===== src/rtl/bmc_soft_pipe.sv =====
// Two-stage branch metric unit for the Viterbi decoder with valid/ready flow control.
// Optional BMC_NORM_EN subtracts the per-symbol minimum metric from every output metric.

module bmc_lane #(
  parameter int N      = 2,
  parameter int SOFT_W = 3,
  parameter int BM_W   = 4,
  parameter int CW     = 0
) (
  input  logic [N*SOFT_W-1:0] data,
  input  logic [N-1:0]        erase,
  output logic [BM_W-1:0]     bm
);
  localparam logic [N-1:0]      CWB  = N'(CW);
  localparam logic [SOFT_W-1:0] MAXS = {SOFT_W{1'b1}};

  logic [SOFT_W-1:0] s;

  always_comb begin
    bm = '0;
    s  = '0;
    for (int j = 0; j < N; j++) begin
      s = data[SOFT_W*j +: SOFT_W];
      // An expected 1 is closest to an all-ones sample, so that case uses the mirrored distance.
      if (!erase[j]) bm = bm + BM_W'(CWB[j] ? MAXS - s : s);
    end
  end
endmodule

module bmc_soft_pipe #(
  parameter int N      = 2,
  parameter int SOFT_W = 3,
  parameter int CNT_W  = 16,
  localparam int BM_W  = SOFT_W + $clog2(N),
  localparam int NC    = 1 << N
) (
  input  logic                 clk,
  input  logic                 rst,
  input  logic                 in_valid,
  output logic                 in_ready,
  input  logic [N*SOFT_W-1:0]  in_data,
  input  logic [N-1:0]         in_erase,
  input  logic                 in_last,
  output logic                 out_valid,
  input  logic                 out_ready,
  output logic [NC*BM_W-1:0]   out_bm,
  output logic                 out_last,
  output logic [CNT_W-1:0]     sym_cnt
);
  logic [2:1]                 vld_pipe;
  logic [N*SOFT_W-1:0]        s1_data;
  logic [N-1:0]               s1_erase;
  logic                       s1_last;
  logic [NC-1:0][BM_W-1:0]    bm_raw;
  logic [NC-1:0][BM_W-1:0]    bm_nxt;
  logic                       s1_adv, s2_adv;

  assign s2_adv    = !vld_pipe[2] || out_ready;
  assign s1_adv    = !vld_pipe[1] || s2_adv;
  assign in_ready  = s1_adv;
  assign out_valid = vld_pipe[2];

  for (genvar c = 0; c < NC; c++) begin : g_lane
    bmc_lane #(.N(N), .SOFT_W(SOFT_W), .BM_W(BM_W), .CW(c)) u_lane (
      .data  (s1_data),
      .erase (s1_erase),
      .bm    (bm_raw[c])
    );
  end

`ifdef BMC_NORM_EN
  logic [BM_W-1:0] bm_min;

  always_comb begin
    bm_min = bm_raw[0];
    for (int c = 1; c < NC; c++)
      if (bm_raw[c] < bm_min) bm_min = bm_raw[c];
    bm_nxt = '0;
    for (int c = 0; c < NC; c++)
      bm_nxt[c] = bm_raw[c] - bm_min;
  end
`else
  assign bm_nxt = bm_raw;
`endif

  always_ff @(posedge clk or posedge rst) begin
    if (rst) begin
      vld_pipe <= '0;
      s1_data  <= '0;
      s1_erase <= '0;
      s1_last  <= 1'b0;
      out_bm   <= '0;
      out_last <= 1'b0;
      sym_cnt  <= '0;
    end else begin
      // S2 moves first in intent: when it advances, S1 may refill in the same edge.
      if (s2_adv) begin
        vld_pipe[2] <= vld_pipe[1];
        if (vld_pipe[1]) begin
          out_bm   <= bm_nxt;
          out_last <= s1_last;
        end
      end
      if (s1_adv) begin
        vld_pipe[1] <= in_valid;
        if (in_valid) begin
          s1_data  <= in_data;
          s1_erase <= in_erase;
          s1_last  <= in_last;
        end
      end
      if (in_valid && in_ready) sym_cnt <= sym_cnt + CNT_W'(1);
    end
  end
endmodule


===== config.mk =====
export PLATFORM = sky130hd
export DESIGN_NAME = bmc_soft_pipe
export DESIGN_NICKNAME = d
export VERILOG_FILES = /design/src/rtl/bmc_soft_pipe.sv
export SDC_FILE = /design/constraint.sdc
export NUM_CORES = 1
export LEC_CHECK = 0
export CORE_UTILIZATION = 40
export CTS_CLUSTER_SIZE = 12
export DETAILED_ROUTE_END_ITERATION = 8
export SLEW_MARGIN = 20
export SYNTH_ARGS = -nofsm -noshare
export SYNTH_HDL_FRONTEND = slang
export SYNTH_SLANG_ARGS = --single-unit

===== constraint.sdc =====
create_clock -name clk -period 2.54 [get_ports clk]
set_clock_uncertainty 0.05 [all_clocks]
set_input_delay 0.635 -clock clk [delete_from_list [all_inputs] [get_ports clk]]
set_output_delay 0.635 -clock clk [all_outputs]
set_load 0.02 [all_outputs]

Yosys cells after proc, flatten, opt, wreduce, memory -nomap -nowiden
Cells that the tools add are included.
W data, S select, Z words.
{ "classes": {"add_sub_neg": 7, "n_mul": 0, "div_mod_pow": 0, "order_cmp": 0, "n_eq_ne": 0, "shifts": 0, "n_mux": 6, "bitwise": 0, "reduce_logical": 7} }
{ "op_table": {"columns": ["cell", "count"], "rows": [
  ["$mux W4", 5],
  ["$add A16 B1 Y16 const B", 1],
  ["$sub A3 B3 Y4 const A", 2],
  ["$add A3 B3 Y4", 1],
  ["$add A3 B4 Y4", 1],
  ["$add A4 B3 Y4", 1],
  ["$add A4 B4 Y4", 1],
  ["$reduce_and A2 Y1", 2],
  ["$mux W3", 1],
  ["$logic_not A1 Y1", 2],
  ["$logic_or A1 B1 Y1", 2],
  ["$logic_and A1 B1 Y1", 1]
]} }
{ "word_totals": {"reg_bits": 44, "latch_bits": 0, "ram_bits": 0, "romBits": 0, "input_bits": 13, "output_inout_bits": 35, "n_memories": 0} }

Longest topological paths before layout
{ "depth": {"depth_word": 4, "depth_mapped": 10} }

Hierarchy
A second synthesis with hierarchy kept.
{ "hier_totals": {"cells_unflattened": 192, "hier_area_um2": 2347.3} }
{ "by_module_without_submodules": {"columns": ["module", "instances", "cells_per_inst", "area_each_um2", "seq_area_each_um2"], "rows": [
  ["bmc_soft_pipe", 1, 120, 1754.2, 1101.1],
  ["bmc_lane at g_lane[2].u_lane", 1, 18, 151.4, 0.0],
  ["bmc_lane at g_lane[0].u_lane", 1, 18, 150.1, 0.0],
  ["bmc_lane at g_lane[1].u_lane", 1, 18, 147.6, 0.0],
  ["bmc_lane at g_lane[3].u_lane", 1, 18, 143.9, 0.0]
]} }

Worst setup path after synthesis
Ideal clock, no wire load.
{ "synth_timing": {"path_type": "reg2reg", "from": "reg s1_erase[0]", "to": "reg out_bm[2]", "setup_time_ns": 0.133, "arrival_ns": 1.848, "slack_ns": 0.509, "path_stages_with_launch": 10, "n_path_buf": 2, "synth_period_minus_slack_ns": 2.031, "cell_sequence": "dfrtp_1 -> buf_6 -> clkbuf_1 -> nor2b_1 -> ha_1 -> ha_1 -> and2_1 -> a2111oi_2 -> xnor2_1 -> o21ai_0"} }
{ "synth_via": {"elab_chain_cells": 3} }
{ "synth_lines": {"columns": ["item", "line", "text"], "rows": [
  ["from (decl)", "52", "logic [N-1:0] s1_erase;"],
  ["from (signal assigned)", "108", "s1_erase <= in_erase;"],
  ["$mux W3 *", "25", "if (!erase[j]) bm = bm + BM_W'(CWB[j] ? MAXS - s : s);"],
  ["$add A3 B3 Y4", "25", null],
  ["$mux W4 *", "25", null],
  ["to (signal assigned)", "100", "out_bm <= bm_nxt;"],
  ["to (decl)", "46", "output logic [NC*BM_W-1:0] out_bm,"]
]} }
Every way passes the cells marked *; elsewhere a longest branch is shown, timed or not.
A chain may end at the register's enable or synchronous reset.

Final worst setup path
{ "layout_timing": {"from": "reg s1_erase[0]", "to": "reg out_bm[14]"} }
{ "layout_via": {"elab_chain_cells": 3} }
{ "layout_lines": {"columns": ["item", "line"], "rows": [
  ["$mux W4 *", "25"],
  ["$add A4 B4 Y4", "25"],
  ["$mux W4 *", "25"]
]} }
Marks and branches as above.

==> flow_metrics.py <==
metrics = {
    "status": {
        "status": "completed",
    },
    "hold_path": {
        "holdPathEnd": "out_bm[5]$_DFFE_PP0P_",
        "hold_class": "flop to flop",
        "hold_depth": 2,
        "worstHoldStart": "out_bm[5]$_DFFE_PP0P_",
    },
    "logic_synthesis": {
        "synth_top_family_by_area": "simple AND/OR/NAND/NOR gates",
        "synthFlopType": "dfrtp_1",
        "yosysTopAreaCell": "dfrtp_1",
        "yosysTopAreaCellShare": 0.4736,
        "ys_async_sr_fraction": 1.000,
        "synth_fa_ha_area_frac": 0.08504,
        "ys_seq_area_frac": 0.4736,
        "synth.distinct_cells": 40,
        "ys_ff_latch": 44,
        "syn_area_per_cell_um2": 10.76,
        "syn_inst": 216,
        "yosys_warnings": 0,
        "synth_edf_count": 0,
        "synthMuxAreaShare": 0.07912,
        "synth_compound_area_frac": 0.08342,
        "synth-simple-area-share": 0.1652,
        "synth_xor_area_frac": 0.06781,
        "synth_area_leaders": "dfrtp_1 47%, xnor2_1 6.0%, mux2_2 5.3%, ha_1 4.8%, nand2_1 3.1%",
        "synth_nets": 238,
        "syn_area_um2": 2325,
    },
    "cells_and_area": {
        "fillCellCount": 520,
        "layout_commonest_cell": "clkdlybuf4s50_1",
        "finalNonFillerCells": 339,
        "fin_area_um2": 3003,
        "n_antenna_cell": 0,
        "syn_to_final_growth_pct": 29.17,
        "most-common-layout-cells": "46 x clkdlybuf4s50_1, 44 x dfrtp_1, 19 x nand2_1",
        "layout.nets": 288,
        "drive_gt1_frac": 0.1386,
    },
    "routing": {
        "dr.pass1.iters": 4,
        "finalWirelength_mm": 4.430,
        "drc": 0,
        "ant_nets": 0,
        "drtIter0Drc": 73,
        "vias": 1694,
        "avgRoutedWirePerCell_um": 13.07,
        "viasPerCell": 4.997,
    },
    "job": {
        "cap_viol_max_count": 0,
    },
    "critical_path": {
        "r2r-start": "s1_erase[0]$_DFFE_PP0P_",
        "r2r_slack_ps": 350,
        "r2r_cells": 8,
        "crit_required_ps": 2680,
        "worstSetupPathType": "flop to flop",
        "r2r_end": "out_bm[14]$_DFFE_PP0P_",
        "arrival_ps": 2330,
        "end_kind": "flop",
        "cp_max_fo": 12,
        "critPathLaunchType": "flop",
    },
    "grt": {
        "grt_pass1_wl_mm": 7.672,
        "grt_usage": 0.1622,
        "overflow": 0,
        "antenna_found_initial": 0,
        "grt_pass1_vias": 1603,
        "grt_max_degree": 21,
    },
    "clocking": {
        "cts_tree": "yes",
        "cts_hold_buffers": 0,
        "cts_buffer_depth": 2,
        "numCtsBuffers": 5,
        "path_clk_slew_ps": 80,
        "clock-root-buffer": "clkbuf_8",
        "clock_latency_ps": 300,
        "cts-htree-levels": 2,
        "cts_sinks": 44,
        "postCtsSetupRepairBufs": 0,
    },
    "placed_design": {
        "gp_congestion": 0.7922,
        "dp_hpwl_mm": 3.391,
        "dp.cells": 331,
        "dpl-instance-area_um2": 2893,
        "io_buffers": 47,
    },
    "floorplan": {
        "dieArea_um2": 6121,
        "num_rows": 27,
        "ioPinCount": 48,
        "chipHeight_um": 78.24,
        "dieWidth_um": 78.24,
        "start_util": 0.4196,
        "core-area_um2": 5540,
    },
    "timing": {
        "tns_ps": 0,
        "period_minus_slack_ps": 2191,
        "grt_setup_unrepaired": "no",
        "setup_viol": 0,
        "max-slew-margin-rel": 0.5928,
        "worst_slew_pin_slew_ps": 607.1,
        "maxSlewViolCount": 0,
        "fin_crit_sh": 0.8627,
        "fmax_mhz": 456.4,
        "hold_viol": 0,
    },
    "pwr": {
        "p_total_mw": 2.432,
        "power.leakage_nw": 1.311,
        "ir_drop_mv": 0.4256,
        "cellPowerDensity_nw_per_um2": 809.8,
    },
}
==> worst max-delay path: stages, from the launching register on <==
cell,delay [ps]
dfrtp_1,510
or3_4,440
nand2_1,90
inv_1,50
ha_1,200
and2_1,160
a221oi_2,200
mux2i_1,110
a211o_1,270
==> kinds of logic (layout without fill, tap and decap cells) <==
logic type / after synthesis / after routing
AOI/OAI and AO/OA: 25 / 25
muxes: 17 / 17
DFF: 44 / 44
adders and majority gates: 17 / 17
xor gates and xnor gates: 18 / 18
and+or+nand+nor: 73 / 73
buffers and inverters: 22 / 73
==> report_power, final <==
part / leakage (nW) / switching (mW) / internal [mW]
combinational: 0.700 / 0.432 / 0.470
clock: 0.0552 / 0.230 / 0.292
sequential: 0.555 / 0.157 / 0.852
==> layer usage <==
layer | vias to the layer above | share of wire | GRT usage
met5 | - | 0 | 0
met1 | 799 | 0.48 | 0.2219
met2 | 39 | 0.46 | 0.2474
met4 | 0 | 0.0095 | 0.05556
met3 | 4 | 0.050 | 0.04302
li1 | 852 | - | -
==> state kept, by name, summed over array words and instances (netlist names) <==
name      cells
s1_last       1
out_bm       16
s1_erase      2
vld_pipe      2
sym_cnt      16
out_last      1
s1_data       6
==> cell usage after synthesis (2+ instances only) <==
| library cell | instances |
|---|---|
| inv_1 | 8 |
| dfrtp_1 | 44 |
| nor2_1 | 13 |
| o21ai_0 | 10 |
| a2111oi_2 | 2 |
| maj3_2 | 4 |
| a31oi_1 | 2 |
| a211o_1 | 2 |
| nand4_1 | 4 |
| clkbuf_1 | 5 |
| a221oi_2 | 2 |
| or3b_1 | 2 |
| mux2i_1 | 6 |
| mux2_2 | 11 |
| nand3_1 | 9 |
| nor2b_1 | 5 |
| xor2_1 | 2 |
| xnor2_1 | 16 |
| nand2_1 | 19 |
| nor3_1 | 3 |
| and3_1 | 3 |
| nand3b_1 | 2 |
| ha_1 | 9 |
| a22o_1 | 4 |
| buf_6 | 2 |
| maj3_1 | 4 |
| buf_2 | 4 |
| nand2b_1 | 4 |
| and2_1 | 4 |
==> layout make-up <==
cell class / count / area, um2 / share of cell area
Multi-Input combinational cell: 150 / 1117 / 0.3721
Sequential cell: 44 / 1101 / 0.3667
Timing Repair Buffer: 56 / 553.0 / 0.1842
Tap cell: 72 / 90.09 / 0.03000
Clock buffer: 6 / 72.57 / 0.02417
Clock inverter: 2 / 35.03 / 0.01167
Inverter: 9 / 33.78 / 0.01125
==> how the worst max path moves through the flow <==
stage                                 start                      to  slack [ps]  depth (start not counted)
CTS                               out_ready                in_ready           3                          3
floorplan           s1_erase[0]$_DFFE_PP0P_   out_bm[2]$_DFFE_PP0P_         510                          9
detailed placement                out_ready                in_ready          10                          3
global route        s1_erase[0]$_DFFE_PP0P_  out_bm[14]$_DFFE_PP0P_         200                          8
finish              s1_erase[0]$_DFFE_PP0P_  out_bm[14]$_DFFE_PP0P_         350                          8
global placement                  out_ready                in_ready          30                          3
==> what timing repair did <==
item,in CTS,in global routing
endpoints found under the hold margin,0,0
resized for setup,0,1
setup endpoints to repair,0,1
==> metrics by stage <==
stage               hold slack (ps)  utilization  setup WS [ps]
finish                        429.7       0.5420          348.9
global placement              412.0       0.5221          27.62
CTS                           437.7       0.5416          3.452
detailed placement            420.2       0.5221          12.56
global route                  447.3       0.5420          200.0
floorplan                     424.9            -          508.8
(Power assumes the default switching activity.)
